<file path="src/rtl/serial_add_unit.sv">
// serial_add_unit
//   Bit-serial adder: a single full-adder slice with a registered carry adds
//   two WIDTH-bit operands LSB-first, one bit per clock. The sum bits are
//   reassembled into a parallel result. One add takes WIDTH+2 cycles
//   back-to-back: accept, WIDTH shift cycles, one done cycle.
//
// Parameters
//   WIDTH      operand/result width in bits (>= 2)
//
// Ports
//   clk        clock, all state updates on posedge
//   reset      synchronous active-high reset
//   start      request, sampled only while idle
//   a, b       operands, captured on the accepted start
//   carry_in   initial carry, captured on the accepted start
//   busy       high while shifting
//   done       one-cycle pulse when sum/carry_out/overflow are fresh
//   sum        result, held until the next done
//   carry_out  final carry, held with sum
//   overflow   signed overflow of the add, held with sum
//
// Configuration macro
//   SERIAL_ADD_OVERFLOW_EN  defined: overflow is registered as carry-into-MSB
//                           XOR carry-out-of-MSB; undefined: overflow tied 0.

module serial_add_unit #(
    parameter int unsigned WIDTH = 8
) (
    input  logic             clk,
    input  logic             reset,
    input  logic             start,
    input  logic [WIDTH-1:0] a,
    input  logic [WIDTH-1:0] b,
    input  logic             carry_in,
    output logic             busy,
    output logic             done,
    output logic [WIDTH-1:0] sum,
    output logic             carry_out,
    output logic             overflow
);

    localparam int unsigned CNT_W = $clog2(WIDTH);
    localparam logic [CNT_W-1:0] CNT_LAST = CNT_W'(WIDTH - 1);

    typedef enum logic [1:0] {
        IDLE  = 2'd0,
        SHIFT = 2'd1,
        DONE  = 2'd2
    } state_t;

    state_t           state_q, state_d;
    logic [WIDTH-1:0] a_sh_q, a_sh_d;
    logic [WIDTH-1:0] b_sh_q, b_sh_d;
    // Holds only the upper WIDTH-1 bits of the sum shift register; its
    // lowest bit would never be read, so it is not stored.
    logic [WIDTH-2:0] s_sh_q, s_sh_d;
    logic             c_q, c_d;
    logic [CNT_W-1:0] cnt_q, cnt_d;
    logic [WIDTH-1:0] sum_q, sum_d;
    logic             carry_out_q, carry_out_d;

    logic             slice_sum;
    logic             slice_cout;
    logic [WIDTH-1:0] s_next;
    logic             msb_cycle;

    assign slice_sum  = a_sh_q[0] ^ b_sh_q[0] ^ c_q;
    assign slice_cout = (a_sh_q[0] & b_sh_q[0]) | (c_q & (a_sh_q[0] ^ b_sh_q[0]));
    assign s_next     = {slice_sum, s_sh_q};
    assign msb_cycle  = (state_q == SHIFT) && (cnt_q == CNT_LAST);

    always_comb begin
        state_d     = state_q;
        a_sh_d      = a_sh_q;
        b_sh_d      = b_sh_q;
        s_sh_d      = s_sh_q;
        c_d         = c_q;
        cnt_d       = cnt_q;
        sum_d       = sum_q;
        carry_out_d = carry_out_q;
        case (state_q)
            IDLE: begin
                if (start) begin
                    a_sh_d  = a;
                    b_sh_d  = b;
                    c_d     = carry_in;
                    cnt_d   = '0;
                    s_sh_d  = '0;
                    state_d = SHIFT;
                end
            end
            SHIFT: begin
                a_sh_d = a_sh_q >> 1;
                b_sh_d = b_sh_q >> 1;
                s_sh_d = s_next[WIDTH-1:1];
                c_d    = slice_cout;
                cnt_d  = cnt_q + CNT_W'(1);
                if (msb_cycle) begin
                    sum_d       = s_next;
                    carry_out_d = slice_cout;
                    state_d     = DONE;
                end
            end
            DONE: begin
                state_d = IDLE;
            end
            default: begin
                state_d = IDLE;
            end
        endcase
    end

    always_ff @(posedge clk) begin
        if (reset) begin
            state_q     <= IDLE;
            a_sh_q      <= '0;
            b_sh_q      <= '0;
            s_sh_q      <= '0;
            c_q         <= 1'b0;
            cnt_q       <= '0;
            sum_q       <= '0;
            carry_out_q <= 1'b0;
        end else begin
            state_q     <= state_d;
            a_sh_q      <= a_sh_d;
            b_sh_q      <= b_sh_d;
            s_sh_q      <= s_sh_d;
            c_q         <= c_d;
            cnt_q       <= cnt_d;
            sum_q       <= sum_d;
            carry_out_q <= carry_out_d;
        end
    end

`ifdef SERIAL_ADD_OVERFLOW_EN
    logic overflow_q, overflow_d;

    // c_q is the carry into the MSB during the MSB cycle.
    always_comb begin
        overflow_d = overflow_q;
        if (msb_cycle) begin
            overflow_d = c_q ^ slice_cout;
        end
    end

    always_ff @(posedge clk) begin
        if (reset) begin
            overflow_q <= 1'b0;
        end else begin
            overflow_q <= overflow_d;
        end
    end

    assign overflow = overflow_q;
`else
    assign overflow = 1'b0;
`endif

    assign busy      = (state_q == SHIFT);
    assign done      = (state_q == DONE);
    assign sum       = sum_q;
    assign carry_out = carry_out_q;

endmodule

</file>
<file path="config.mk">
export PLATFORM = sky130hd
export DESIGN_NAME = serial_add_unit
export DESIGN_NICKNAME = d
export VERILOG_FILES = /design/src/rtl/serial_add_unit.sv
export SDC_FILE = /design/constraint.sdc
export NUM_CORES = 1
export LEC_CHECK = 0
export BUFFER_PORTS_ARGS = -buffer_cell sky130_fd_sc_hd__buf_2
export CORE_ASPECT_RATIO = 0.6
export CORE_MARGIN = 8
export CORE_UTILIZATION = 50
export CTS_BUF_LIST = sky130_fd_sc_hd__clkbuf_8
export CTS_CLUSTER_SIZE = 40
export DETAILED_ROUTE_END_ITERATION = 8
export GPL_TIMING_DRIVEN = 0
export PLACE_DENSITY = 0.84
export SYNTH_ARGS = -nofsm -noshare
export SYNTH_HDL_FRONTEND = slang
export SYNTH_SLANG_ARGS = --single-unit
</file>
<file path="constraint.sdc">
create_clock -name clk -period 1.6 [get_ports clk]
set_input_delay 0.32 -clock clk [delete_from_list [all_inputs] [get_ports clk]]
set_output_delay 0.32 -clock clk [all_outputs]
set_load 0.05 [all_outputs]
</file>
# After elaboration in Yosys (flattened, before gate mapping)
# Index checks and enable logic that the tools add are counted.
[word_totals]
reg_bits = 38
inputBits = 20
out_inout_bits = 12
elab_cells = 38
[op_classes]
n_addsub = 1
eq_ne = 5
mux = 13
bitwise_logic = 5
n_reduce_logical = 6
[ops]
columns = ["op", "count"]
rows = [
  ["$pmux W8 S2", 2],
  ["$mux W8", 2],
  ["$pmux W7 S2", 1],
  ["$mux W7", 1],
  ["$pmux W3 S2", 1],
  ["$reduce_and A2 Y1", 3],
  ["$mux W2", 2],
  ["$pmux W2 S2", 1],
  ["$add A3 B1 Y3 const B", 1],
  ["$eq A3 B3 Y1 const B", 1],
  ["$mux W3", 1],
  ["$and A1 B1 Y1", 2],
  ["$eq A2 B1 Y1 const B", 1],
  ["$eq A2 B2 Y1 const B", 1],
  ["$logic_not A2 Y1", 1],
  ["$ne A2 B1 Y1 const B", 1],
  ["$ne A2 B2 Y1 const B", 1],
  ["$pmux W1 S2", 1],
  ["$reduce_bool A2 Y1", 1],
  ["$xor A1 B1 Y1", 2],
  ["$logic_and A1 B1 Y1", 1],
  ["$mux W1", 1],
  ["$or A1 B1 Y1", 1],
]

# Depth between registers and ports, before layout
# Gate-level depths: netlist of the first run.
[logic_depth]
ltp_word = 4
depth_mapped = 6
depth_no_buf = 5

# Least setup slack after synthesis of the first run
# OpenSTA, ideal clock, no wires.
[synth_path]
path_type = "register to output"
startpoint = "register state_q[0]"
endpoint = "output done"
arrival_ns = 1.337
required_time_ns = 1.280
slack_ns = -0.057
path_stages_with_launch = 4
path_buffers = 2
cell_sequence = "dfxtp_1 -> buf_6 -> buf_4 -> nor2b_1"
[synth_between]
elab_chain_cells = 1
[synth_lines]
columns = ["item", "line_no", "source"]
rows = [
  ["start, declared", "51", "state_t state_q, state_d;"],
  ["start signal, assigned", "124", "state_q <= state_d;"],
  ["$eq A2 B2 Y1", "160", "assign done = (state_q == DONE);"],
  ["end, declared", "36", "output logic done,"],
]
# Every way passes these cells.

# Final worst setup path of the first run
[layout_path]
startpoint = "register state_q[1]"
endpoint = "output busy"
[layout_between]
elab_chain_cells = 1
[layout_lines]
columns = ["item", "line_no", "source"]
rows = [
  ["$eq A2 B1 Y1", "159", "assign busy = (state_q == SHIFT);"],
  ["end, declared", "35", "output logic busy,"],
]
# Every way passes these cells.

==> results of run 1 <==
layout make-up:
cell class / count / area, um^2
clock inverter: 2 / 7.51
timing repair buffer: 29 / 158
tap: 45 / 56.3
sequential: 38 / 766
buffer: 12 / 97.6
fill: 267 / 1240
inverter: 2 / 7.51
multi-input combinational: 116 / 800
clock buffer: 5 / 68.8
what timing repair did:
item / CTS / global route
endpoints found under the setup margin: 2 / 2
gates resized for setup: 6 / 4
cloned: 0 / 0
routing by layer:
layer  global-route usage (%)  vias to the layer above  wire, um
met2                     21.5                       61      1610
met4                     6.34                        0        58
met1                     17.5                      634      1640
li1                         -                      661         -
met5                        0                        -         0
met3                     5.68                        6       345
worst max-delay path, cell delays in order, from the launching register on:
cell	delay, ns
dfxtp_4	0.38
nand2b_4	0.16
inv_1	0.07
buf_4	0.17
buf_8	0.16
where the power goes:
part / total (uW) / internal, uW / switching, uW
Combinational: 268 / 120 / 148
Clock: 602 / 287 / 315
Sequential: 1020 / 989 / 33.0
through the flow:
| stage | instance area [um^2] | hold slack, ns | setup slack [ns] | total power, uW | util (%) |
|---|---|---|---|---|---|
| 2_1_floorplan | 1660 | 0.443 | 0.200 | 1230 | - |
| 3_3_place_gp | 1860 | 0.443 | 0.114 | 1300 | 58.1 |
| 3_5_place_dp | 1860 | 0.448 | 0.110 | 1300 | 58.1 |
| 4_1_cts | 1950 | 0.301 | 0.0186 | 1900 | 60.9 |
| 5_1_grt | 1960 | 0.312 | 0.00382 | 1980 | 61.2 |
| 6_report | 1960 | 0.313 | 0.0471 | 1890 | 61.2 |
cells by family after synthesis:
group | synth area share (%)
simple gates | 17.7
flops | 45.9
compound gates | 19.1
buf+inv | 6.42
mux | 7.85
fa+ha+maj | 2.72
other cells | 0.226
cell usage in the layout, fill, tap and decap left out:
cell type / netlist / routed
nor2b_1: 2 / 1
buf_8: 0 / 2
dfxtp_2: 0 / 1
nand3b_1: 3 / 3
a211oi_2: 13 / 13
a22oi_1: 9 / 9
dfxtp_1: 38 / 36
nor2_2: 7 / 7
ha_1: 2 / 2
buf_6: 3 / 2
nor2_1: 26 / 26
dfxtp_4: 0 / 1
o21ai_0: 2 / 2
buf_4: 2 / 3
buf_2: 3 / 29
nor4_1: 3 / 3
o21ba_1: 1 / 1
a21oi_1: 11 / 11
nor2b_2: 0 / 1
fa_1: 1 / 1
nand3_1: 9 / 9
nand2_1: 9 / 9
nand2b_4: 0 / 1
clkbuf_1: 4 / 4
o21bai_2: 1 / 1
buf_12: 1 / 1
clkbuf_8: 0 / 5
or3b_2: 1 / 1
mux2i_1: 13 / 13
inv_1: 2 / 4
nor3_1: 1 / 1
conb_1: 1 / 1
flip-flops by register name, indices dropped and copies added, names as in the netlist:
register,count
state_q,2
c_q,1
sum,8
b_sh_q,8
s_sh_q,7
cnt_q,3
carry_out,1
a_sh_q,8
final timing paths:
check	cells after the start	slack (ns)	to
setup / recovery	4	0.05	busy
setup reg to reg	6	0.13	state_q[0]
hold / removal	3	0.31	c_q
hold reg to reg	2	0.46	sum[1]
==> flow_summary.yaml, run 1 <==
synthesis:
  synthMostInstantiatedCell: "dfxtp_1"
  synth_edf_count: 0
  ys_ff_latch: 38
  synth_top_area_cell: "dfxtp_1"
  synth_cell_types: 27
  synthFlopType: "dfxtp_1"
  ys_async_sr_fraction_pct: 0
  ys_seq_area_share_pct: 45.9
  synth_fp_nets: 192
  ys_warn_count: 0
  netlist.area_leader.share_pct: 45.9
  synth_common_cells: "38 x dfxtp_1, 26 x nor2_1, 13 x a211oi_2, 13 x mux2i_1, 11 x a21oi_1"
  synth.avg_cell_area_um2: 9.80
  synth_area_leaders: "dfxtp_1 46%, a211oi_2 9.8%, mux2i_1 7.9%"
  synth_area_um2: 1660
  syn-instance-count: 169
timing:
  hold_violations: 0
  setup_viol: 0
  rsz0062_at_grt: "false"
  finClkSkew_ns: 0.00411
  clock.fmax_ghz: 0.644
  timing.final.crit_share_pct: 97.1
  worstMarginPinSlew_ns: 0.697
  finalSetupTns_ns: 0
  slew_violations: 0
  finalCriticalPeriod_ns: 1.55
  maxSlewHeadroom_pct: 53.6
job:
  maxCapViolCount: 0
setup_path:
  startpoint: "state_q[1]"
  arrival_ns: 1.23
  crit_fanout: 10
  cp.required_ns: 1.28
  r2r-start: "cnt_q[0]"
  crit_type: "register to primary output"
  cp-start-kind: "register"
  end_kind: "primary output"
routing:
  wire_per_inst_um: 14.7
  via_count: 1362
  drc: 0
  totalWireLength_um: 3660
  vias_per_cell: 5.47
  drtIter0Drc: 163
  drt_first_pass_iters: 4
  postRouteAntennaNets: 0
clock_tree:
  clockBufferDepth: 2
  cts_made_buffers: 5
  clk_pin_slew_ns: 0.07
  hold_buffers: 0
  clock_latency_ns: 0.29
  cts_root_buf: "clkbuf_8"
  tritoncts: "done"
  cts_setup_buffers: 0
  htreeDepth: 2
  clock_sinks: 38
cells_and_area:
  stdcell_count: 249
  synthToLayoutAreaGrowth_pct: 18.4
  num_antenna_cells: 0
  finalNetCount: 227
  drive_gt1_share_pct: 33.3
floorplan:
  dieWidth_um: 90.3
  die_h_um: 60.6
  io-pin-count: 32
  die_area_um2: 5470
  core-area_um2: 3200
  start_util_pct: 51.7
  rows: 16
global_route:
  grt_start_max_net_pins: 20
  antenna_found_initial: 0
  grt_pass1_vias: 1242
  track_usage_pct: 14.1
  overflow: 0
  grt_pass1_wl_um: 6080
power_and_ir_drop:
  power_density_nw_per_um2: 965
  p_leak_uw: 0.000806
  ir_drop_uv: 383
place:
  portBuffers: 29
  dp_hpwl_um: 2610
  dpl.cell_count: 243
  place_congestion: 0.770
hold_path:
  hold_path_class: "primary input to register"
  worstHoldStart: "carry_in"
status:
  status: "completed"
Note: power is estimated with default switching activity, not from simulation.
==> inputs of run 2 (changes only) <==
--- a/config.mk
+++ b/config.mk
@@ -5,6 +5,7 @@
 export SDC_FILE = /design/constraint.sdc
 export NUM_CORES = 1
 export LEC_CHECK = 0
+export ABC_AREA = 1
 export BUFFER_PORTS_ARGS = -buffer_cell sky130_fd_sc_hd__buf_2
 export CORE_ASPECT_RATIO = 0.6
 export CORE_MARGIN = 8
@@ -14,6 +15,7 @@
 export DETAILED_ROUTE_END_ITERATION = 8
 export GPL_TIMING_DRIVEN = 0
 export PLACE_DENSITY = 0.84
+export SLEW_MARGIN = 5
 export SYNTH_ARGS = -nofsm -noshare
 export SYNTH_HDL_FRONTEND = slang
 export SYNTH_SLANG_ARGS = --single-unit
==> flow_summary.yaml, run 2 <==
status:
  status: "completed"
synthesis:
  synthMostInstantiatedCell: "nand3_1"
  synth_common_cells: "56 x nand3_1, 38 x dfxtp_1, 32 x nand2_1, 29 x inv_1, 25 x a21oi_1"
  synth_fp_nets: 259
  synthFlopType: "dfxtp_1"
  syn-instance-count: 236
  synth_area_leaders: "dfxtp_1 45%, nand3_1 16%, a21oi_1 7.3%"
  synth_edf_count: 0
  ys_ff_latch: 38
  synth.avg_cell_area_um2: 7.23
  ys_async_sr_fraction_pct: 0
  synth_top_area_cell: "dfxtp_1"
  synth_cell_types: 19
  ys_seq_area_share_pct: 44.6
  netlist.area_leader.share_pct: 44.6
  ys_warn_count: 0
  synth_area_um2: 1710
power_and_ir_drop:
  p_seq_share_pct: 53.7
  p_int_uw: 1380
  power_uw: 1870
  comb_power_share_pct: 13.5
  clkPwrFrac_pct: 32.8
  switchingPower_uw: 495
  ir_drop_uv: 558
  p_leak_uw: 0.000981
  switching_share_pct: 26.4
  power_density_nw_per_um2: 922
job:
  maxCapViolCount: 0
routing:
  drt_first_pass_iters: 4
  vias_per_cell: 5.02
  postRouteAntennaNets: 0
  drc: 0
  wire_per_inst_um: 12.3
  totalWireLength_um: 3910
  via_count: 1595
  drtIter0Drc: 156
clock_tree:
  hold_buffers: 0
  clk_pin_slew_ns: 0.07
  htreeDepth: 2
  clock_latency_ns: 0.29
  cts_made_buffers: 5
  tritoncts: "done"
  clockBufferDepth: 2
  clock_sinks: 38
  cts_root_buf: "clkbuf_8"
setup_path:
  cp_cell_sequence: "buf_6, buf_4, nor2_2, buf_6"
  reg2reg_slack_ns: 0.23
  r2r-start: "cnt_q[0]"
  path_common_cell: "buf_6"
  crit_fanout: 10
  cp.required_ns: 1.28
  worst-path-buf-inv: 3
  cp_slowest_cell: "dfxtp_2"
  crit_type: "register to primary output"
  cp-start-kind: "register"
  slowest_delay_ns: 0.32
  reg2reg_to: "sum[2]"
  end_kind: "primary output"
  path_delay_family: "buffers and inverters"
  reg2reg_depth: 7
  arrival_ns: 1.21
timing:
  finClkSkew_ns: 0.00367
  final_critical_path_setup_slack_ns: 0.0737
  hold_violations: 0
  timing.final.crit_share_pct: 95.4
  finalCriticalPeriod_ns: 1.53
  setup_viol: 0
  finalSetupTns_ns: 0
  maxSlewHeadroom_pct: 65.5
  rsz0062_at_grt: "false"
  clock.fmax_ghz: 0.655
  slew_violations: 0
  worstMarginPinSlew_ns: 0.517
place:
  place_congestion: 0.835
  pre_cts_slack_ns: 0.0756
  portBuffers: 29
  dp_hpwl_um: 2780
global_route:
  use_met2_pct: 21.5
  grt_start_max_net_pins: 12
  grt_pass1_vias: 1389
  overflow: 0
  track_usage_pct: 14.8
  use_met3_pct: 6.08
  grtUsageMet1_pct: 19.5
  top_usage_layer: "met2"
  grt_pass1_wl_um: 6560
  antenna_found_initial: 0
floorplan:
  dieWidth_um: 91.4
  io-pin-count: 32
  start_util_pct: 52.3
  die_area_um2: 5600
  rows: 16
  die_h_um: 61.3
  core-area_um2: 3260
hold_path:
  min_path_cells: 3
  min_to: "b_sh_q[7]"
  worstHoldStart: "b[7]"
  hold_path_class: "primary input to register"
cells_and_area:
  layout_common_cells: "56 x nand3_1, 36 x dfxtp_1, 32 x buf_2, 32 x nand2_1, 28 x inv_1"
  fin_util_pct: 62.3
  final_common_cell: "nand3_1"
  drive_gt1_share_pct: 21.6
  num_antenna_cells: 0
  synthToLayoutAreaGrowth_pct: 19.1
  finalNetCount: 296
  nFillCells: 285
[run 2: worst reg2reg max path, cell delays in order, from the launching register on]
cell and delay (ns):
dfxtp_1 0.35, ha_1 0.15, ha_1 0.14, nand2_1 0.09
nor2_4 0.21, inv_2 0.14, nor2_1 0.12, nor2_1 0.06
[run 2: worst max path at each step]
stage,from,cells after the start,end
2_1_floorplan,state_q[1],3,done
3_3_place_gp,state_q[1],5,busy
3_5_place_dp,state_q[0],5,busy
4_1_cts,state_q[0],5,busy
5_1_grt,state_q[1],4,done
6_report,state_q[0],4,done
[run 2: logic make-up after synthesis]
kind of cell,after synthesis,synth area share (%)
AOI/OAI and AO/OA,34,9.97
adders and majority gates,3,2.64
other,1,0.220
DFF,38,44.6
buffers and inverters,47,12.6
and+or+nand+nor,113,30.0
[run 2: stage by stage]
stage                     instances  area [um^2]  hold WS (ns)
final                           318         2030         0.273
after global routing            318         2030         0.282
after CTS                       319         2020         0.270
after detailed placement        310         1910         0.452
after global placement          310         1910         0.445
after floorplan                 236         1710         0.429
[run 2: layout make-up]
class,instances,area (um^2),share of cell area (%)
flip-flops and latches,38,763,37.6
repair buffers,31,176,8.68
well taps,45,56.3,2.77
multi-input cells,151,738,36.3
clock inverters,2,10.0,0.493
plain buffers,15,100,4.93
clock buffers,5,68.8,3.39
inverters,31,119,5.85
[run 2: timing repair]
action,4_1_cts,5_1_grt
resized for setup,7,9
setup buffers,2,0
setup endpoints to repair,2,11
pin swaps,0,0
[run 2: power groups by stage]
stage	combinational, uW	sequential (uW)	clock (uW)
2_1_floorplan	180	1020	0
6_report	252	1010	615
3_5_place_dp	244	1030	0
3_3_place_gp	239	1030	0
4_1_cts	252	1010	626
5_1_grt	284	1010	670
[run 2: layer usage]
metal	vias up	share of wire, %	wire length (um)
li1	828	-	-
met1	702	49	1910
met2	59	40	1580
met3	6	9.4	368
met4	0	1.1	42
met5	-	0	0
==> inputs of run 3 (changes only) <==
--- a/config.mk
+++ b/config.mk
@@ -14,7 +14,7 @@
 export CTS_CLUSTER_SIZE = 40
 export DETAILED_ROUTE_END_ITERATION = 8
 export GPL_TIMING_DRIVEN = 0
-export PLACE_DENSITY = 0.84
+export PLACE_DENSITY = 0.87
 export SLEW_MARGIN = 5
 export SYNTH_ARGS = -nofsm -noshare
 export SYNTH_HDL_FRONTEND = slang
==> constraint.sdc (replaced) <==
create_clock -name clk -period 1.3 [get_ports clk]
set_input_delay 0.26 -clock clk [delete_from_list [all_inputs] [get_ports clk]]
set_output_delay 0.26 -clock clk [all_outputs]
set_load 0.05 [all_outputs]
==> flow_summary.yaml, run 3 (synthesized netlist as in run 2, its figures left out) <==
status:
  status: "finished with violations"
  violations: "setup timing"
timing:
  clock.fmax_ghz: 0.730
  timing.final.crit_share_pct: 105
  hold_violations: 0
  finClkSkew_ns: 0.00790
  maxSlewHeadroom_pct: 58.3
  holdWs_ns: 0.207
  setup_viol: 9
  finalCriticalPeriod_ns: 1.37
  final_critical_path_setup_slack_ns: -0.0697
  slew_violations: 0
  rsz0062_at_grt: "true"
  worstMarginPinSlew_ns: 0.625
cells_and_area:
  nFillCells: 231
  layout_common_cells: "55 x nand3_1, 34 x dfxtp_1, 30 x nand2_1"
  final_common_cell: "nand3_1"
  num_antenna_cells: 0
  drive_gt1_share_pct: 32.5
  finalNetCount: 311
  synthToLayoutAreaGrowth_pct: 38.9
  stdcell_area_um2: 2370
  stdcell_count: 334
  fin_util_pct: 72.7
routing:
  postRouteAntennaNets: 0
  wire_per_inst_um: 16.6
  via_count: 1876
  drt_first_pass_iters: 5
  drtIter0Drc: 231
  drc: 0
  vias_per_cell: 5.62
  totalWireLength_um: 5540
clock_tree:
  clockBufferDepth: 2
  clk_pin_slew_ns: 0.08
  cts_made_buffers: 5
  tritoncts: "done"
  htreeDepth: 2
  clock_latency_ns: 0.30
  clock_sinks: 38
  cts_root_buf: "clkbuf_8"
  hold_buffers: 0
place:
  pre_cts_slack_ns: -0.273
  place_congestion: 0.802
  dp_hpwl_um: 2760
  portBuffers: 29
  place_area_um2: 1910
  dpl.cell_count: 310
setup_path:
  reg2reg_slack_ns: -0.03
  crit_type: "register to primary output"
  reg2reg_depth: 7
  end_kind: "primary output"
  arrival_ns: 1.11
  cp.required_ns: 1.04
  crit_fanout: 5
  cp-start-kind: "register"
floorplan:
  io-pin-count: 32
  dieWidth_um: 91.4
  rows: 16
  core-area_um2: 3260
  start_util_pct: 52.3
  die_area_um2: 5600
  die_h_um: 61.3
power_and_ir_drop:
  power_density_nw_per_um2: 1070
  p_leak_uw: 0.00112
  ir_drop_uv: 784
hold_path:
  min_path_cells: 3
  hold_path_class: "primary input to register"
global_route:
  grt_pass1_wl_um: 8240
  track_usage_pct: 18.7
  grt_start_max_net_pins: 13
  antenna_found_initial: 0
  overflow: 0
  grt_pass1_vias: 1663
job:
  maxCapViolCount: 0
[run 3: changes by cell type in the layout (fill, tap and decap cells not counted), moves of 3 or more]
cell / previous run / this run
buf_8: 1 / 6
buf_2: 32 / 27
buf_4: 4 / 17
dfxtp_4: 0 / 3
nand2_4: 1 / 4
a21oi_2: 0 / 6
a21oi_1: 25 / 19
o21ai_0: 9 / 3
o21ai_2: 0 / 5
[run 3: path summary, 6_finish.rpt]
kind         startpoint   endpoint
max          state_q[1]       done
min                b[7]  b_sh_q[7]
max reg2reg    cnt_q[1]     sum[3]
min reg2reg   carry_out  carry_out
[run 3: through the flow]
| step | total power, uW | setup TNS [ns] |
|---|---|---|
| after floorplan | 1480 | 0 |
| after global placement | 1560 | -1.81 |
| after detailed placement | 1570 | -2.60 |
| after CTS | 2470 | -0.0903 |
| after global routing | 2630 | -0.753 |
| final | 2540 | -0.173 |
[run 3: routing by layer]
metal	track usage, %	share of wire [%]	vias up
met3	6.45	8.5	17
met4	8.31	2.5	0
met1	23.3	44	871
met5	0	0	-
li1	-	-	870
met2	29.0	45	118
[run 3: area by class of cell]
type                       count  area [um^2]  share of cell area [%]
multi-input combinational    151          851                    35.9
timing repair buffer          47          333                    14.0
tap                           45         56.3                    2.37
sequential                    38          773                    32.6
clock inverter                 2         12.5                   0.528
clock buffer                   6         82.6                    3.48
inverter                      31          126                    5.33
buffer                        14          136                    5.75
[run 3: repair_timing]
item | 4_1_cts | 5_1_grt
setup endpoints to repair | 12 | 32
pin swaps | 6 | 16
buffers inserted | 16 | 1
gates resized for setup | 34 | 41
gates cloned | 0 | 1
hold endpoints to repair | 0 | 0
[run 3: power breakdown]
group          leakage (uW)  switching [uW]  internal (uW)  total, uW
logic              0.000761             236            182        418
registers          0.000312            35.2           1210       1250
clock network     0.0000472             447            426        873
[run 3: worst max-delay path: stages, from the launching register on]
cell and delay (ns):
dfxtp_2 0.36, clkinv_4 0.09, buf_8 0.13, nor2_4 0.08, buf_8 0.15
